--- config.mk ---
export PLATFORM = sky130hd
export DESIGN_NAME = pipeline_hazard_ctrl
export DESIGN_NICKNAME = d
export VERILOG_FILES = /design/src/rtl/pipeline_hazard_ctrl.sv
export SDC_FILE = /design/constraint.sdc
export NUM_CORES = 1
export LEC_CHECK = 0
export ABC_AREA = 1
export ABC_CLOCK_PERIOD_IN_PS = 2200
export CORE_MARGIN = 1.5
export CORE_UTILIZATION = 40
export DETAILED_ROUTE_END_ITERATION = 12
export PLACE_DENSITY = 0.73
export SLEW_MARGIN = 20
export SYNTH_ARGS = -nofsm -noshare
export SYNTH_HDL_FRONTEND = slang
export SYNTH_SLANG_ARGS = --single-unit
--- constraint.sdc ---
create_clock -name CLK -period 2.2 [get_ports CLK]
set_input_delay 0.22 -clock CLK [delete_from_list [all_inputs] [get_ports CLK]]
set_output_delay 0.22 -clock CLK [all_outputs]
set_load 0.01 [all_outputs]
--- src/rtl/pipeline_hazard_ctrl.sv ---
// pipeline_hazard_ctrl: drives the FD/DE/EM/MW latch enables and flushes, the PC enable and halt.
// It also owns the dcache-wait/halt-drain FSM, the saturating stall counter and the dcache-timeout flag.
module pipeline_hazard_ctrl #(
    parameter int DRAIN_CYCLES = 2,
    parameter int DWAIT_MAX    = 255,
    parameter int CNT_W        = 32
) (
    input  logic             CLK,
    input  logic             nRST,
    input  logic             ihit,
    input  logic             dhit,
    input  logic [4:0]       fd_rs,
    input  logic [4:0]       fd_rt,
    input  logic             fd_uses_rs,
    input  logic             fd_uses_rt,
    input  logic [4:0]       de_rt,
    input  logic             de_load,
    input  logic             em_memreq,
    input  logic             em_br_taken,
    input  logic             em_halt,
    output logic             pc_en,
    output logic             fd_en,
    output logic             de_en,
    output logic             em_en,
    output logic             mw_en,
    output logic             fd_flush,
    output logic             de_flush,
    output logic             em_flush,
    output logic             halt,
    output logic [CNT_W-1:0] stall_cnt,
    output logic             dwait_err
);
    localparam logic [1:0] RUN = 2'd0, DWAIT = 2'd1, DRAIN = 2'd2, HALTED = 2'd3;
    localparam int DW = DRAIN_CYCLES > 1 ? $clog2(DRAIN_CYCLES) : 1;
    localparam int WW = $clog2(DWAIT_MAX + 1);

    logic [1:0]    state, state_nxt;
    logic [DW-1:0] drain_cnt;
    logic [WW-1:0] wait_cnt, wait_nxt;
    logic          dstall, load_use;

    assign dstall   = em_memreq && !dhit;
    assign load_use = de_load && de_rt != 5'd0 &&
                      ((fd_uses_rs && fd_rs == de_rt) || (fd_uses_rt && fd_rt == de_rt));
    assign wait_nxt = state != DWAIT ? '0 :
                      wait_cnt == WW'(DWAIT_MAX) ? wait_cnt : wait_cnt + 1'b1;

    always_comb begin
        {pc_en, fd_en, de_en, em_en, mw_en, fd_flush, de_flush, em_flush} = 8'b0;
        state_nxt = state;
        if (state == HALTED || dstall) begin
            state_nxt = state == RUN ? DWAIT : state;
        end else if (state == DRAIN) begin
            {fd_en, de_en, em_en, mw_en, fd_flush, de_flush, em_flush} = 7'b1111_111;
            state_nxt = drain_cnt == DW'(DRAIN_CYCLES - 1) ? HALTED : DRAIN;
        end else begin
            // Priority: halt > taken branch > load-use > icache miss.
            state_nxt = em_halt ? DRAIN : RUN;
            {fd_en, de_en, em_en, mw_en} = 4'hf;
            if (em_halt) begin
                {fd_flush, de_flush, em_flush} = 3'b111;
            end else if (em_br_taken) begin
                pc_en = 1'b1;
                {fd_flush, de_flush, em_flush} = 3'b111;
            end else if (load_use) begin
                fd_en    = 1'b0;
                de_flush = 1'b1;
            end else if (!ihit) begin
                fd_flush = 1'b1;
            end else begin
                pc_en = 1'b1;
            end
        end
    end

    always_ff @(posedge CLK or negedge nRST) begin
        if (!nRST) begin
            state     <= RUN;
            drain_cnt <= '0;
            wait_cnt  <= '0;
            halt      <= 1'b0;
            stall_cnt <= '0;
            dwait_err <= 1'b0;
        end else begin
            state     <= state_nxt;
            drain_cnt <= state != DRAIN ? '0 : dstall ? drain_cnt : drain_cnt + 1'b1;
            wait_cnt  <= wait_nxt;
            dwait_err <= dwait_err || wait_nxt == WW'(DWAIT_MAX);
            halt      <= halt || state_nxt == HALTED;
            stall_cnt <= (!pc_en && state != HALTED && !(&stall_cnt)) ? stall_cnt + 1'b1 : stall_cnt;
        end
    end
endmodule

==> impl_metrics.json <==
{
  "synth_seq_cells": 45,
  "hpwlAfterDp_mm": 6.039,
  "syn-num-nets": 489,
  "netlist_instances": 462,
  "yosysWarnings": 0,
  "antenna_found_initial": 0,
  "crit_slowest_cell": "dfrtp_1",
  "die_w_um": 91.29,
  "gr-total-overflow": 0,
  "setup_ws_ps": 201.4,
  "cts_tree": "yes",
  "worst_skew_pair.late_latency_ps": 310,
  "fmax_mhz": 500.3,
  "grt_max_degree": 46,
  "portBuffers": 66,
  "initial_core_util_pct": 40.77,
  "synth.avg_cell_area_um2": 6.749,
  "ir_drop_mv": 0.2432,
  "r2r_slack_ps": 200,
  "synth-edff-count": 0,
  "finalMaxSlewViolations": 0,
  "switching_share_pct": 27.32,
  "coreArea_um2": 7647,
  "worstSetupEndpoint": "stall_cnt[6]$_DFFE_PN0P_",
  "reg2reg_from": "stall_cnt[0]$_DFFE_PN0P_",
  "status": "finished clean",
  "routabilityCongestion": 0.8983,
  "grt_pass1_vias": 3167,
  "max_stage_delay_ps": 450,
  "p_seq_share_pct": 44.4,
  "cts.sinks": 45,
  "finClkSkew_ps": 13.37,
  "worstPathRequired_ps": 2450,
  "nFillCells": 707,
  "cts_buffers": 5,
  "hold_class": "in2async",
  "rows": 32,
  "dr.pass1.iters": 5,
  "worstReg2RegEnd": "stall_cnt[6]$_DFFE_PN0P_",
  "leakage_nw": 2.043,
  "drc": 0,
  "wl_per_cell_um": 12.49,
  "drive_gt1_share_pct": 6.579,
  "min_period_ps": 1999,
  "clockPowerShare_pct": 36.7,
  "drv_cap": 0,
  "grt_use_total_pct": 20.71,
  "rsz0062_at_grt": "false",
  "htree_num_levels": 2,
  "async_reset_ff_share_pct": 100.0,
  "clk_pin_slew_ps": 100,
  "hold_violations": 0,
  "fp.dieH_um": 91.29,
  "drt_first_iter_violations": 236,
  "dieArea_um2": 8334,
  "cts_root_buffer": "clkbuf_8",
  "post-place-ws_ps": -11.05,
  "dr_total_vias": 3171,
  "grt_first_pass_wirelength_mm": 14.20,
  "antenna_cells": 0,
  "worstSetupStartpoint": "stall_cnt[0]$_DFFE_PN0P_",
  "finalSetupViolCount": 0,
  "relSlewSlack_pct": 68.67,
  "intPower_mw": 1.516,
  "arrival_ps": 2250,
  "drtAntennaViolNets": 0,
  "pwr-share-comb_pct": 18.9,
  "crit_type": "reg2reg",
  "routed_via_density": 5.002,
  "p_sw_mw": 0.5698,
  "path_cells": "ha_1 -> nand2_2 -> nor2_4 -> nand3_2 -> nor2_4 -> nand3_4 -> nand3_2 -> buf_4 -> nand2_1 -> nand2_1",
  "worstSetupStartpointType": "register",
  "synth_flop_cell": "dfrtp_1",
  "period_share_pct": 90.85,
  "crit_fanout": 15,
  "netlist_area_um2": 3118,
  "worstSetupEndpointType": "register",
  "postCtsSetupRepairBufs": 0,
  "clockBufferDepth": 2,
  "power.density_nw_per_um2": 515.9,
  "r2r_cells": 10,
  "hold_slack_ps": 362.5,
  "worstMarginPinSlew_ps": 470.0,
  "routed_wl_mm": 7.919,
  "fin_nets": 558,
  "syn_to_final_growth_pct": 29.70,
  "synth_cell_type_count": 33,
  "p_total_mw": 2.086,
  "io_pins": 67,
  "ys_seq_area_share_pct": 36.12
}
==> cell usage after synthesis (3+ instances only) <==
| master | n | area share, % |
|---|---|---|
| a21oi_1 | 3 | 0.48 |
| and3_1 | 3 | 0.60 |
| buf_2 | 5 | 0.80 |
| buf_4 | 4 | 0.96 |
| clkbuf_1 | 3 | 0.36 |
| dfrtp_1 | 45 | 36 |
| inv_1 | 63 | 7.6 |
| nand2_1 | 153 | 18 |
| nand3_1 | 30 | 4.8 |
| nand3_2 | 3 | 0.96 |
| nand3b_1 | 3 | 0.72 |
| nand4_1 | 42 | 8.4 |
| nor2_1 | 47 | 5.7 |
| nor3_1 | 8 | 1.3 |
| o21ai_0 | 7 | 1.1 |
| xnor2_1 | 6 | 1.7 |
| xor2_1 | 12 | 3.4 |
==> state kept, by name (all words and copies together) (netlist names) <==
register   count
halt           1
wait_cnt       8
drain_cnt      1
state          2
dwait_err      1
stall_cnt     32
==> kinds of logic (layout without fill, tap and decap cells) <==
family	count (synthesis)	in the layout	synth area share, %
simple gates	303	303	44.62
xor+xnor	18	18	5.056
fa+ha+maj	2	2	0.8024
compound gates	15	15	2.729
buf+inv	79	149	10.67
flops	45	45	36.12
==> area by class of cell <==
| type | count | area (um2) | share of cell area, % |
|---|---|---|---|
| tap | 102 | 127.6 | 3.156 |
| sequential | 45 | 1126 | 27.85 |
| inverter | 65 | 244.0 | 6.033 |
| clock buffer | 5 | 68.82 | 1.702 |
| clock inverter | 3 | 68.82 | 1.702 |
| multi-input combinational | 338 | 1665 | 41.18 |
| timing repair buffer | 76 | 743.2 | 18.38 |
==> worst min path at each step <==
stage               startpoint                        to  slack [ps]  cells past startpoint
floorplan                 nRST     drain_cnt$_DFFE_PN0P_         -80                      0
global placement          nRST  stall_cnt[3]$_DFFE_PN0P_         170                      1
detailed placement        nRST  stall_cnt[3]$_DFFE_PN0P_         170                      1
CTS                       nRST  stall_cnt[8]$_DFFE_PN0P_         370                      2
global route              nRST       dwait_err$_DFF_PN0_         410                      2
finish                    nRST     wait_cnt[0]$_DFF_PN0_         360                      2
==> power groups by stage <==
stage / clock network, mW / logic (mW) / registers [mW]
3_5_place_dp: 0 / 0.395 / 0.944
2_1_floorplan: 0 / 0.187 / 0.952
3_3_place_gp: 0 / 0.387 / 0.942
6_report: 0.765 / 0.395 / 0.927
4_1_cts: 0.773 / 0.398 / 0.928
5_1_grt: 0.813 / 0.440 / 0.937
==> routing by layer <==
metal | part of all wire [%] | GRT usage (%)
met1 | 47 | 27.52
met4 | 2.8 | 8.203
met3 | 2.7 | 2.680
met5 | 0 | 0
met2 | 47 | 34.02
==> metrics by stage <==
step	area, um2	setup TNS (ps)	cells	utilization [%]
CTS	4028	0	634	52.67
finish	4044	0	634	52.88
global route	4044	0	634	52.88
global placement	3880	0	625	50.74
floorplan	3118	0	462	-
detailed placement	3880	-36.43	625	50.74
==> repair_timing <==
item | in CTS | in global routing
hold endpoints to repair | 16 | 0
setup endpoints to repair | 0 | 4
hold buffers | 1 | 0
resized for setup | 0 | 5
==> critical path, delay by kind of cell (launching register included) <==
family	cells	cell delay, ps
and+or+nand+nor	8	1050
buffers and inverters	1	210
DFF	1	450
adders and majority gates	1	230
==> layout by cell type (no fill, tap or decap), types with 2 or more instances in the layout <==
cell and n:
nand4_1 42, nor2_2 2, inv_2 2, nor3_2 2
nand2_1 153, xor2_1 12, nor3_1 8, dlymetal6s2s_1 4
nand3_2 3, inv_1 63, buf_4 9, xnor2_1 6
and3_1 3, nand3b_1 3, nor2_4 2, nor2_1 47
bufinv_16 2, o21ai_0 7, ha_1 2, nand3_1 30
clkbuf_8 5, dfrtp_1 45, nand2_2 2, clkdlybuf4s50_1 61
or2_2 2, a21oi_1 3
Note: power is estimated with default switching activity, not from simulation.
==> variant, RTL diff (config.mk and constraints unchanged) <==
The parameter `DWAIT_MAX` goes from 255 to 510.
--- a/src/rtl/pipeline_hazard_ctrl.sv
+++ b/src/rtl/pipeline_hazard_ctrl.sv
@@ -2,7 +2,7 @@
 // It also owns the dcache-wait/halt-drain FSM, the saturating stall counter and the dcache-timeout flag.
 module pipeline_hazard_ctrl #(
     parameter int DRAIN_CYCLES = 2,
-    parameter int DWAIT_MAX    = 255,
+    parameter int DWAIT_MAX    = 510,
     parameter int CNT_W        = 32
 ) (
     input  logic             CLK,
Behaviour: no difference found for any inputs over 10 cycles, from zero or initial values and one cycle with nRST low; that may be too few to reach the edited logic, so the function may still have changed.
==> variant against the unedited design <==
  * The run now ends with negative hold slack left
  * Area after synthesis rose by 2.0%
  * Largest cell class unchanged
  * Combinational power up 6.3%
  * Wire length shrank 4.4%
  * Critical path type is now in -> out
  * Setup slack worse by 0.016 ns
  * Power decreased by 8.8%
  * Sequential cell count up 1
  * Critical path depth grew 3
  * Design area increased by 0.28%
==> variant: results (changes against the unedited design) <==
Run status
  • Outcome: finished with violations
  • Failing checks: negative hold slack

STA
  • Fin Hold WS: -0.01408 ns (-0.3766 ns)
  • Max-slew headroom: 62.21% (-6.5 points)
  • Clock skew: 0.01209 ns (-0.001285 ns)
  • Fin. Hold Viols: 37 (+37)
  • Final worst setup slack: 0.1854 ns (-0.01599 ns)

Place
  • Placer Congestion: 0.8011 (-11%)
  • DP Worst Slack: -0.2337 ns (-0.2227 ns)
  • Post-Place Cells: 627 (+0.32%)
  • Detail Placement HPWL: 5.666 mm (-6.2%)

Routing
  • Met1 wire length: 3.621 mm (-3.2%)
  • Top Metal Used: met4
  • DR vias/cell: 4.885 (-2.3%)
  • Drt wl/cell: 11.89 um (-4.8%)
  • DR WL met2: 3.652 mm (-2.4%)
  • First drt pass iteration count: 4 (-1)
  • Iter 0 DRT Violations: 131 (-44%)

Yosys
  • Syn nets: 494 (+1.0%)
  • Mapped Cells: 466 (+0.87%)
  • Yosys cell types: 33 (unchanged)
  • Ys Warns: 0 (unchanged)
  • Top cells by count, synth: nand2_1 (142), inv_1 (76), dfrtp_1 (46)
  • Ys flop type: dfrtp_1
  • Synth area leaders: dfrtp_1 (36%), nand2_1 (17%), inv_1 (9.0%)

Global route
  • Largest net degree at the start of global routing: 54 (+17%)
  • Number of global-route vias before repair: 3,070 (-3.1%)
  • All-layer global routing usage: 19.18% (-1.5 points)

Power and ir drop
  • Leak: 0.001945 uW (-4.8%)
  • Max rail drop VDD: 0.4256 mV (+75%)

Final layout
  • Biggest regs: stall_cnt x32, wait_cnt x9, state x2
  • Fin nets: 562 (+0.72%)
  • Final Non-Filler Cells: 637 (+0.47%)

Critical path
  • Crit path max fanout: 6 (-9)
  • FF-to-FF path depth: 12 (+2)
  • Critical path's top delay family: buffers and inverters
  • Worst path max stage delay: 0.51 ns (+0.06 ns)
  • Flop-to-flop setup slack: 0.31 ns (+0.11 ns)
  • Arrival time worst endpoint: 1.79 ns (-0.46 ns)
[variant: layer usage]
metal,global-route usage (%),vias to the layer above
met3,3.151,8
li1,-,1620
met4,4.872,0
met2,32.41,47
met5,0,-
met1,25.43,1437
[variant: cell families (layout without fill, tap and decap cells)]
family	Yosys count	count (layout)	synth area share, %
and+or+nand+nor	291	291	43.13
buffers and inverters	93	162	12.24
DFF	46	46	36.21
AOI/OAI and AO/OA	20	20	3.660
xor gates and xnor gates	13	13	3.581
adders and majority gates	3	3	1.181
[variant: per-stage QoR]
step	hold WS (ns)	setup TNS, ns	utilization, %	area [um^2]
2_1_floorplan	-0.07559	0	-	3179
5_1_grt	0.03899	0	52.48	4055
6_report	-0.01408	0	52.48	4055
3_5_place_dp	0.3420	-2.506	50.76	3923
4_1_cts	0.003756	0	52.01	4019
3_3_place_gp	0.3422	-1.578	50.76	3923
[variant: worst paths after layout]
kind	start	endpoint
max	de_rt[1]	pc_en
min	nRST	dwait_err
max reg2reg	stall_cnt[1]	stall_cnt[26]
min reg2reg	dwait_err	dwait_err
max in group asynchronous	nRST	stall_cnt[0]
min in group CLK	dwait_err	dwait_err
[variant: area by class of cell]
type                            instances  area [um^2]
Clock buffer                            5        68.82
Clock inverter                          3        23.77
Fill cell                             738         3672
Inverter                               79        296.5
Multi-Input combinational cell        327         1658
Sequential cell                        46         1151
Tap cell                              102        127.6
Timing Repair Buffer                   75        729.5
[variant: power breakdown]
group | internal, uW | switching, uW | total [uW]
Combinational | 198 | 221 | 420
Clock | 228 | 317 | 545
Sequential | 886 | 52.4 | 938
[variant: what timing repair did]
item                                    CTS  global route
hold endpoints to repair                  0             0
buffers inserted                          0             2
resized for setup                         2             5
endpoints found under the setup margin    1            16
